File: config.mk
export PLATFORM = sky130hd
export DESIGN_NAME = if_fetch_unit
export DESIGN_NICKNAME = d
export VERILOG_FILES = /design/src/rtl/if_fetch_unit.sv
export SDC_FILE = /design/constraint.sdc
export NUM_CORES = 1
export LEC_CHECK = 0
export BUFFER_PORTS_ARGS = -buffer_cell sky130_fd_sc_hd__buf_2
export CAP_MARGIN = 15
export CORE_MARGIN = 4
export CORE_UTILIZATION = 46
export CTS_BUF_LIST = sky130_fd_sc_hd__clkbuf_8
export DETAILED_ROUTE_END_ITERATION = 7
export GPL_ROUTABILITY_DRIVEN = 0
export PLACE_DENSITY = 0.83
export REMOVE_ABC_BUFFERS = 1
export SKIP_LAST_GASP = 1
export SLEW_MARGIN = 20
export SYNTH_ARGS = -nofsm -noshare
export SYNTH_HDL_FRONTEND = slang
export SYNTH_SLANG_ARGS = --single-unit
File: constraint.sdc
create_clock -name IFU_i_clk -period 2.1 [get_ports IFU_i_clk]
set_clock_uncertainty 0.1 [all_clocks]
set_input_delay 0.21 -clock IFU_i_clk [delete_from_list [all_inputs] [get_ports IFU_i_clk]]
set_output_delay 0.21 -clock IFU_i_clk [all_outputs]
set_load 0.01 [all_outputs]
File: src/rtl/if_fetch_unit.sv
// if_fetch_unit: IF stage owning the PC; fetches one instruction per
// ISSUE/WAIT/HOLD round over a req/ready instruction-memory handshake.
//
// Ports:
//   IFU_i_clk, IFU_i_rst_n     clock, async active-low reset
//   IFU_i_nPC                  next PC from NPC, taken on accept
//   IFU_i_Stall                downstream not ready (hold presented instr)
//   IFU_i_ExcReq               exception redirect pulse to HANDLER_PC
//   IFU_o_IMReq/IFU_o_IMAddr   memory read request and word address
//   IFU_i_IMReady/IFU_i_IMData memory response
//   IFU_o_PC/Instr/Valid/ExcCode  bundle to IF/ID (ExcCode 4 = AdEL)
//
// Build option: define IFU_ADDR_CHECK_EN to enable the alignment and
// range checks that turn an illegal PC into a nop carrying AdEL.
module if_fetch_unit #(
  parameter logic [31:0] RESET_PC   = 32'h0000_3000,
  parameter logic [31:0] HANDLER_PC = 32'h0000_4180,
  parameter logic [31:0] IM_BASE    = 32'h0000_3000,
  parameter logic [31:0] IM_TOP     = 32'h0000_6FFC
) (
  input  logic        IFU_i_clk,
  input  logic        IFU_i_rst_n,
  input  logic [31:0] IFU_i_nPC,
  input  logic        IFU_i_Stall,
  input  logic        IFU_i_ExcReq,
  output logic        IFU_o_IMReq,
  output logic [31:0] IFU_o_IMAddr,
  input  logic        IFU_i_IMReady,
  input  logic [31:0] IFU_i_IMData,
  output logic [31:0] IFU_o_PC,
  output logic [31:0] IFU_o_Instr,
  output logic        IFU_o_Valid,
  output logic [4:0]  IFU_o_ExcCode
);

  typedef enum logic [1:0] {
    S_ISSUE = 2'd0,
    S_WAIT  = 2'd1,
    S_HOLD  = 2'd2
  } state_t;

  localparam logic [4:0] EXC_NONE = 5'd0;
  localparam logic [4:0] EXC_ADEL = 5'd4;

  state_t      state_q, state_d;
  logic [31:0] pc_q, pc_d;
  logic [31:0] instr_q, instr_d;
  logic        valid_q, valid_d;
  logic [4:0]  exc_q, exc_d;
  logic        pend_q, pend_d;
  logic        pc_ok;

`ifdef IFU_ADDR_CHECK_EN
  assign pc_ok = (pc_q[1:0] == 2'b00)
              && (pc_q >= IM_BASE)
              && (pc_q <= IM_TOP);
`else
  logic unused_range;
  assign unused_range = ^{IM_BASE, IM_TOP};
  assign pc_ok = 1'b1;
`endif

  // The request lives for the whole WAIT state, so it can never be
  // withdrawn early and it drops with the async reset of the state.
  assign IFU_o_IMReq   = (state_q == S_WAIT);
  assign IFU_o_IMAddr  = {pc_q[31:2], 2'b00};
  assign IFU_o_PC      = pc_q;
  assign IFU_o_Instr   = instr_q;
  assign IFU_o_Valid   = valid_q;
  assign IFU_o_ExcCode = exc_q;

  always_comb begin
    state_d = state_q;
    pc_d    = pc_q;
    instr_d = instr_q;
    valid_d = valid_q;
    exc_d   = exc_q;
    pend_d  = pend_q;
    unique case (state_q)
      S_ISSUE: begin
        if (IFU_i_ExcReq) begin
          pc_d    = HANDLER_PC;
          valid_d = 1'b0;
        end else if (pc_ok) begin
          state_d = S_WAIT;
        end else begin
          instr_d = 32'h0;
          exc_d   = EXC_ADEL;
          valid_d = 1'b1;
          state_d = S_HOLD;
        end
      end
      S_WAIT: begin
        if (IFU_i_IMReady) begin
          // A redirect seen during the wait throws the data away.
          if (pend_q || IFU_i_ExcReq) begin
            pc_d    = HANDLER_PC;
            pend_d  = 1'b0;
            valid_d = 1'b0;
            state_d = S_ISSUE;
          end else begin
            instr_d = IFU_i_IMData;
            exc_d   = EXC_NONE;
            valid_d = 1'b1;
            state_d = S_HOLD;
          end
        end else if (IFU_i_ExcReq) begin
          pend_d = 1'b1;
        end
      end
      S_HOLD: begin
        if (IFU_i_ExcReq) begin
          pc_d    = HANDLER_PC;
          valid_d = 1'b0;
          state_d = S_ISSUE;
        end else if (!IFU_i_Stall) begin
          pc_d    = IFU_i_nPC;
          valid_d = 1'b0;
          state_d = S_ISSUE;
        end
      end
      default: begin
        valid_d = 1'b0;
        pend_d  = 1'b0;
        state_d = S_ISSUE;
      end
    endcase
  end

  always_ff @(posedge IFU_i_clk or negedge IFU_i_rst_n) begin
    if (!IFU_i_rst_n) begin
      state_q <= S_ISSUE;
      pc_q    <= RESET_PC;
      instr_q <= 32'h0;
      valid_q <= 1'b0;
      exc_q   <= EXC_NONE;
      pend_q  <= 1'b0;
    end else begin
      state_q <= state_d;
      pc_q    <= pc_d;
      instr_q <= instr_d;
      valid_q <= valid_d;
      exc_q   <= exc_d;
      pend_q  <= pend_d;
    end
  end

endmodule

==> results.yml, run 1 <==
placed_design:
  place_area_mm2: 0.00374
  port_buffers: 164
  hpwl_um: 5480
critical_path:
  critPathArrivalTime_ns: 1.89
  timing.rr.start: "state_q[0]"
  reg2reg_slack_ns: 0.32
  crit_required_ns: 2.21
  critPathLaunchType: "register"
  ff2ff_path_depth: 3
  reg2reg_to: "IFU_o_Instr[30]"
  worstSetupPathType: "register to register"
  crit_start: "state_q[0]"
  crit_path_end_kind: "register"
  cp_max_fo: 10
sta:
  max_slew_margin_pct: 65.2
  final.min_clock_period_ns: 1.78
  finalHoldViolCount: 0
  setup_tns_ns: 0
  slew_viol_final: 0
  period_share_pct: 84.7
  finalSetupViolations: 0
  clock.fmax_ghz: 0.562
  rsz0062_at_grt: "false"
  worst_pin_slew_ns: 0.522
global_route:
  grt_max_degree: 33
  grt.total_usage_pct: 19.3
  grt_overflow: 0
  grt_pass1_vias: 2645
  antenna_found_initial: 0
  grt_first_pass_wirelength_um: 12700
worst_hold_path:
  worstHoldStart: "IFU_i_nPC[1]"
  min_to: "IFU_o_PC[1]"
  min_path_type: "primary input to register"
  hold_path_depth: 2
die:
  fp.dieH_um: 90.2
  num_rows: 29
  ios: 172
  start_util_pct: 48.1
  die_x_um: 90.2
  core_area_mm2: 0.00646
  die_area_mm2: 0.00813
route:
  dr.pass1.iters: 4
  avgViaCountPerCell: 5.19
  drt-wirelength-per-cell_um: 16.6
  dr_total_vias: 2581
  drc: 0
  wirelength_um: 8260
  final_antenna_net_count: 0
  drtIter0Drc: 102
clocking:
  clk_pin_slew_ns: 0.07
  tritoncts: "yes"
  clk_latency_ns: 0.33
  ctsRootBufferMaster: "clkbuf_8"
  cts_made_buffers: 9
  cts_resized: 0
  cts_max_level: 3
  clock-sinks: 68
  clk_path_buf_depth: 2
outcome:
  status: "completed"
cells_and_area:
  layout-drive-gt1-share_pct: 53.3
  areaGrowthSynthToFinish_pct: 39.2
  diodes: 0
  stdcell_area_mm2: 0.00432
  nNetsFinal: 484
  fillers: 491
synthesis:
  synthDistinctLibCells: 27
  yosysSeqAreaShare_pct: 54.9
  synth_flop_cell: "dfrtp_1"
  synth_area_per_cell_um2: 13.0
  synth_edf_count: 0
  async_flop_share_pct: 100
  netlist_instances: 238
  synthesis.area_mm2: 0.00310
  yosys_warnings: 0
  yosys_register_bits: 68
power:
  power_density_mw_per_mm2: 978
  peakVddDrop_v: 0.000754
  p_leak_uw: 0.00240
job:
  cap_violations: 0
## cell usage in the layout, fill, tap and decap left out, types with 2 or more instances in the layout
master and count:
mux2_2 31, dlygate4sd3_1 42, clkbuf_8 9, clkinv_2 4, dfrtp_1 66, o21a_1 2
conb_1 7, dfstp_2 2, nand3b_1 3, o221a_2 3, nand3_1 2, buf_2 164
nand2b_1 2, and3_1 30, a221o_1 29, inv_1 2, nor2_1 2, buf_4 6
## registers in the layout, indices dropped and copies added, names as in the netlist
signal,cells
IFU_o_Instr,32
IFU_o_PC,32
IFU_o_Valid,1
pend_q,1
state_q,2
## cell usage after synthesis (all sizes together) (3+ instances only)
cell,n,area (um2)
o221a,3,33.8
dfrtp,66,1650
nor2,3,11.3
buf,45,348
nand3b,3,22.5
and3,30,188
a221o,29,290
mux2,32,360
clkbuf,8,30.0
## worst max-delay path: stages (launching register included)
cell     delay, ns
dfrtp_1       0.56
nor2b_4       0.23
nand3_1       0.35
mux2_2        0.41
## where the power goes
part           switching (uW)  internal (uW)  leakage, uW  total (uW)
sequential                226           1680     0.000857        1910
clock                     474            413    0.0000951         887
combinational             715            716      0.00145        1430
## worst max path at each step
stage          slack [ns]         endpoint  depth (start not counted)
2_1_floorplan       -0.12     IFU_o_PC[12]                          3
3_3_place_gp         0.35  IFU_o_Instr[27]                          3
3_5_place_dp         0.33  IFU_o_Instr[30]                          3
4_1_cts              0.29  IFU_o_Instr[30]                          3
5_1_grt              0.21  IFU_o_Instr[24]                          3
6_report             0.32  IFU_o_Instr[30]                          3
## what timing repair did
item                                   in CTS  in global routing
endpoints found under the hold margin      50                 13
setup buffers                               0                  0
hold buffers                               29                 13
## logic make-up (layout without fill, tap and decap cells)
| kind of cell | after synthesis | in the layout | synth area share, % |
|---|---|---|---|
| flops | 68 | 68 | 54.9 |
| buf+inv | 53 | 229 | 12.2 |
| simple gates | 46 | 46 | 9.43 |
| compound gates | 38 | 38 | 11.8 |
| mux | 32 | 32 | 11.6 |
| other cells | 1 | 7 | 0.121 |
## stage by stage
step                total power, uW  hold WS [ns]  setup slack, ns  utilization [%]  cells
finish                         4230        0.0156            0.321             66.9    497
global route                   4500      -0.00368            0.214             66.9    497
floorplan                      2610        -0.186           -0.120                -    191
global placement               3230         0.112            0.349             57.9    439
CTS                            4240     0.0000676            0.295             64.9    484
detailed placement             3300         0.116            0.328             57.9    439
## per-layer routing
layer,track usage [%],routed length [um],vias up
li1,-,-,1193
met1,22.0,3080,1240
met3,7.60,707,14
met2,32.7,4330,134
met5,0,0,-
met4,7.02,132,0
## area by class of cell
type	count	area, um2	share of cell area (%)
clock buffer	9	124	2.87
sequential	68	1700	39.4
multi-input combinational	123	1050	24.4
clock inverter	7	36.3	0.840
tap	77	96.3	2.23
timing repair buffer	213	1310	30.2
No activity file was read; power rests on OpenSTA's default activity.
==> run 2, diff against run 1 <==
Clock period 2.1 ns to 1.65 ns, I/O delays scaled along.
==> run 2 against run 1 <==
The flow now finishes with violations (negative setup slack); flip-flop and latch count is the same; clock power grew 33%; sequential power increased by 29%; critical endpoint is now IFU_o_Instr[5].
==> results.yml, run 2 (same netlist as run 1, synthesis figures left out) <==
critical_path:
  worst-path-stages: 5
  critPathLaunchType: "register"
  ff2ff_path_depth: 5
  timing.rr.start: "state_q[1]"
  crit_required_ns: 1.77
  path_delay_family: "flip-flops"
  reg2reg_slack_ns: -0.04
  cp_max_fo: 6
  slowest_delay_ns: 0.45
  worst-path-buf-inv: 2
  critPathArrivalTime_ns: 1.81
  reg2reg_to: "IFU_o_Instr[5]"
  crit_start: "state_q[1]"
  crit_path_end_kind: "register"
  worstPathCellList: "buf_6 -> nor2b_4 -> and3_4 -> clkbuf_16 -> mux2_4"
  worstSetupPathType: "register to register"
  crit_end: "IFU_o_Instr[5]"
  critPathSlowestCell: "dfrtp_2"
clocking:
  ctsRootBufferMaster: "clkbuf_8"
  cts_max_level: 3
  clk_path_buf_depth: 2
  tritoncts: "yes"
  cts_made_buffers: 9
  clk_pin_slew_ns: 0.08
  clk_latency_ns: 0.34
  clock-sinks: 68
die:
  start_util_pct: 48.1
  die_x_um: 90.2
  die_area_mm2: 0.00813
  core_area_mm2: 0.00646
  fp.dieH_um: 90.2
  ios: 172
  num_rows: 29
cells_and_area:
  diodes: 0
  areaGrowthSynthToFinish_pct: 59.2
  fillers: 432
  stdcell_area_mm2: 0.00494
  seq_area_mm2: 0.00171
  layout-drive-gt1-share_pct: 53.9
  nNetsFinal: 522
  multi_input_area_mm2: 0.00119
  final_cells: 535
  final_common_cell: "buf_2"
  final_cell_mix: "buf_2, dlygate4sd3_1, dfrtp_1"
route:
  drt-wirelength-per-cell_um: 19.0
  wirelength_um: 10200
  final_antenna_net_count: 0
  drc: 0
  dr_total_vias: 2807
  avgViaCountPerCell: 5.25
  dr.pass1.iters: 4
  drtIter0Drc: 186
power:
  power_density_mw_per_mm2: 1240
  power.total_uw: 6140
  peakVddDrop_v: 0.00124
  p_leak_uw: 0.00268
worst_hold_path:
  min_path_type: "primary input to register"
  hold_path_depth: 3
sta:
  final.min_clock_period_ns: 1.69
  rsz0062_at_grt: "true"
  worst_pin_slew_ns: 0.738
  setup_tns_ns: -0.641
  clock.fmax_ghz: 0.591
  finalSetupViolations: 38
  slew_viol_final: 0
  finalHoldViolCount: 0
  period_share_pct: 102
  max_slew_margin_pct: 50.6
  layout_setup_ws_ns: -0.0412
placed_design:
  port_buffers: 164
  post-place-ws_ns: -0.227
  hpwl_um: 5330
  dp_cells: 443
  place_area_mm2: 0.00381
global_route:
  grt_pass1_vias: 2860
  grt.total_usage_pct: 23.5
  antenna_found_initial: 0
  grt_overflow: 0
  grt_first_pass_wirelength_um: 15300
  grt_max_degree: 69
outcome:
  status: "complete, but fails checks"
  failed_checks: "negative setup slack"
job:
  cap_violations: 0
run 2: cell count changes in the layout (fill, tap and decap cells not counted), moves of 2 or more:
cell	previous run	this run
dlygate4sd3_1	42	67
mux2_4	0	23
mux2_2	31	9
clkbuf_16	0	4
buf_12	1	4
buf_6	0	3
clkinvlp_4	0	2
dfrtp_1	66	64
dfrtp_2	0	2
inv_1	2	0
nand2b_1	2	0
nand2b_4	0	2
run 2: timing repair:
action                                  CTS  global route
endpoints found under the hold margin   132             0
hold buffers                             67             0
pin swaps                                 3            28
cloned                                    2             5
buffers inserted                          1             1
gates resized for setup                   6            31
endpoints found under the setup margin   42            52
run 2: layout make-up:
type	count	area share, %
clock buffer	9	2.51
clock inverter	7	0.886
multi-input combinational	124	24.0
sequential	68	34.5
tap	77	1.95
timing repair buffer	250	36.1
run 2: worst min-delay path by stage:
stage / start / end / slack [ns]
6_report: IFU_i_ExcReq / pend_q / 0.14
3_5_place_dp: IFU_i_rst_n / IFU_o_PC[26] / 0.11
3_3_place_gp: IFU_i_rst_n / IFU_o_PC[16] / 0.11
5_1_grt: IFU_i_ExcReq / pend_q / 0.17
2_1_floorplan: IFU_i_rst_n / IFU_o_Instr[0] / -0.23
4_1_cts: IFU_i_ExcReq / pend_q / 0.12
run 2: power breakdown:
| group | total, uW | leakage, uW | internal [uW] | switching [uW] |
|---|---|---|---|---|
| Combinational | 2490 | 0.00174 | 1380 | 1110 |
| Clock | 1180 | 0.0000848 | 536 | 645 |
| Sequential | 2470 | 0.000854 | 2150 | 322 |
run 2: per-stage QoR:
step	hold slack (ns)	utilization (%)
5_1_grt	0.169	76.5
4_1_cts	0.119	72.9
3_3_place_gp	0.106	59.0
6_report	0.136	76.5
3_5_place_dp	0.113	59.0
2_1_floorplan	-0.231	-
run 2: worst min-delay path, stage by stage:
cell     delay [ns]
buf_2          0.17
a21oi_1        0.16
nor2_1         0.05
run 2: routing by layer:
layer / track usage, % / vias up / part of all wire, %
met1: 27.0 / 1391 / 38
met4: 7.40 / 0 / 1.3
met3: 7.51 / 14 / 7.2
met5: 0 / - / 0
met2: 41.4 / 126 / 54
li1: - / 1276 / -
==> run 3, diff against run 2 <==
Settings changed: CORE_UTILIZATION 46 to 31, PLACE_DENSITY 0.83 to default, TNS_END_PERCENT from default to 10.
==> run 3 against run 2 <==
Register-to-register slack gained 0.09 ns; routed wire length down 16%; non-clock buffer count decreased by 7; global-route usage decreased by 9.1 points; final cell count increased by 9.0%; maximum frequency is 5.9% higher; worst hold slack improved by 0.011 ns; sequential power is 3% lower; critical path depth fell by 1; critical endpoint is now IFU_o_PC[24]; the flow now finishes without violations; power down 7.9%.
==> results.yml, run 3 (same netlist as run 1, synthesis figures left out) <==
outcome:
  status: "completed"
route:
  drc: 0
  dr_total_vias: 2687
  avgViaCountPerCell: 4.61
  drtIter0Drc: 118
  dr.pass1.iters: 4
  wirelength_um: 8580
  drt-wirelength-per-cell_um: 14.7
  final_antenna_net_count: 0
global_route:
  antenna_found_initial: 0
  grt_first_pass_wirelength_um: 13200
  grt_pass1_vias: 2633
  grt_overflow: 0
  grt.total_usage_pct: 14.4
  grt_max_degree: 69
die:
  num_rows: 36
  ios: 172
  fp.dieH_um: 108
  start_util_pct: 31.8
  die_area_mm2: 0.0117
  core_area_mm2: 0.00977
  die_x_um: 108
clocking:
  cts_max_level: 3
  ctsRootBufferMaster: "clkbuf_8"
  tritoncts: "yes"
  clk_pin_slew_ns: 0.07
  cts_made_buffers: 9
  clk_latency_ns: 0.34
  clk_path_buf_depth: 2
  clock-sinks: 68
  postCtsSetupRepairBufs: 0
worst_hold_path:
  min_path_type: "primary input to register"
sta:
  finalHoldViolCount: 0
  final.min_clock_period_ns: 1.60
  setup_tns_ns: 0
  clock.fmax_ghz: 0.626
  slew_viol_final: 0
  fin_hold_ws_ns: 0.147
  finalSetupViolations: 0
  rsz0062_at_grt: "false"
  period_share_pct: 96.8
power:
  p_seq_share_pct: 42.3
  p_int_uw: 3840
  peakVddDrop_v: 0.000642
  p_leak_uw: 0.00255
  power_density_mw_per_mm2: 1190
  p_sw_uw: 1810
  switching_share_pct: 32.0
  p_comb_share_pct: 34.9
  power.share.clock_pct: 22.8
critical_path:
  critPathLaunchType: "register"
  slowest_delay_ns: 0.45
  worstSetupPathType: "register to register"
  critPathArrivalTime_ns: 1.71
  critPathSlowestCell: "dfrtp_2"
  path_delay_family: "compound AO/OA/AOI/OAI gates"
  crit_path_end_kind: "register"
  worst-path-buf-inv: 1
  cp_max_fo: 29
  crit_required_ns: 1.76
  worstPathCellList: "nand2b_1 -> o21a_1 -> buf_12 -> a221o_1"
cells_and_area:
  diodes: 0
  areaGrowthSynthToFinish_pct: 53.5
  layout-drive-gt1-share_pct: 51.1
  final_common_cell: "buf_2"
  final_cell_mix: "buf_2, dlygate4sd3_1, dfrtp_1"
  final_cells: 583
  nNetsFinal: 514
job:
  cap_violations: 0
placed_design:
  hpwl_um: 5460
  dp_cells: 500
  port_buffers: 164
## run 3: cell count changes in the layout (fill, tap and decap cells not counted), sizes merged
| cell | before | now |
|---|---|---|
| buf | 179 | 176 |
| clkbuf | 13 | 9 |
| clkinvlp | 2 | 1 |
| bufinv | 0 | 1 |
| clkinv | 5 | 3 |
| nor3 | 2 | 1 |
| inv | 0 | 2 |
## run 3: layout make-up
class                      count  area, um2
clock buffer                   9        124
tap                          133        166
fill                         867       5010
multi-input combinational    123       1050
timing repair buffer         243       1660
sequential                    68       1710
clock inverter                 7       60.1
## run 3: path summary, 6_finish.rpt
path	from	endpoint	slack, ns	depth (start not counted)
min	IFU_i_ExcReq	pend_q	0.15	4
min in group asynchronous	IFU_i_rst_n	IFU_o_PC[29]	0.28	3
max reg2reg	state_q[1]	IFU_o_PC[24]	0.05	4
max	state_q[1]	IFU_o_PC[24]	0.05	4
max in group asynchronous	IFU_i_rst_n	IFU_o_PC[12]	0.85	3
min reg2reg	IFU_o_Instr[17]	IFU_o_Instr[17]	0.40	1
## run 3: layer usage
metal	wire [um]	share of wire [%]	global-route usage (%)
met4	187	2.2	5.68
met2	4430	52	25.0
met1	3390	40	17.0
met3	572	6.7	3.76
met5	0	0	0
## run 3: metrics by stage
| stage | total power [uW] | area, um2 | worst slack, ns | utilization, % |
|---|---|---|---|---|
| after floorplan | 3330 | 2750 | -0.570 | - |
| after global placement | 4240 | 3910 | 0.0670 | 40.0 |
| after detailed placement | 4290 | 3910 | 0.0544 | 40.0 |
| after CTS | 5740 | 4760 | 0.0245 | 48.7 |
| after global routing | 6010 | 4770 | 0.00156 | 48.8 |
| final | 5660 | 4770 | 0.0526 | 48.8 |
## run 3: what timing repair did
action | 4_1_cts | 5_1_grt
resized for setup | 0 | 1
hold buffers | 67 | 0
setup endpoints to repair | 0 | 31
hold endpoints to repair | 132 | 0
## run 3: power groups by stage
stage	Combinational [uW]	Sequential [uW]	Clock, uW
4_1_cts	1990	2390	1360
6_report	1970	2390	1290
3_5_place_dp	1870	2420	0
3_3_place_gp	1850	2390	0
2_1_floorplan	660	2660	0
5_1_grt	2130	2450	1420
## run 3: worst min-delay path, delay by kind of cell
kind,cells,cell delay [ns]
AOI/OAI and AO/OA,1,0.07
buffers and inverters,2,0.23
and+or+nand+nor,1,0.08
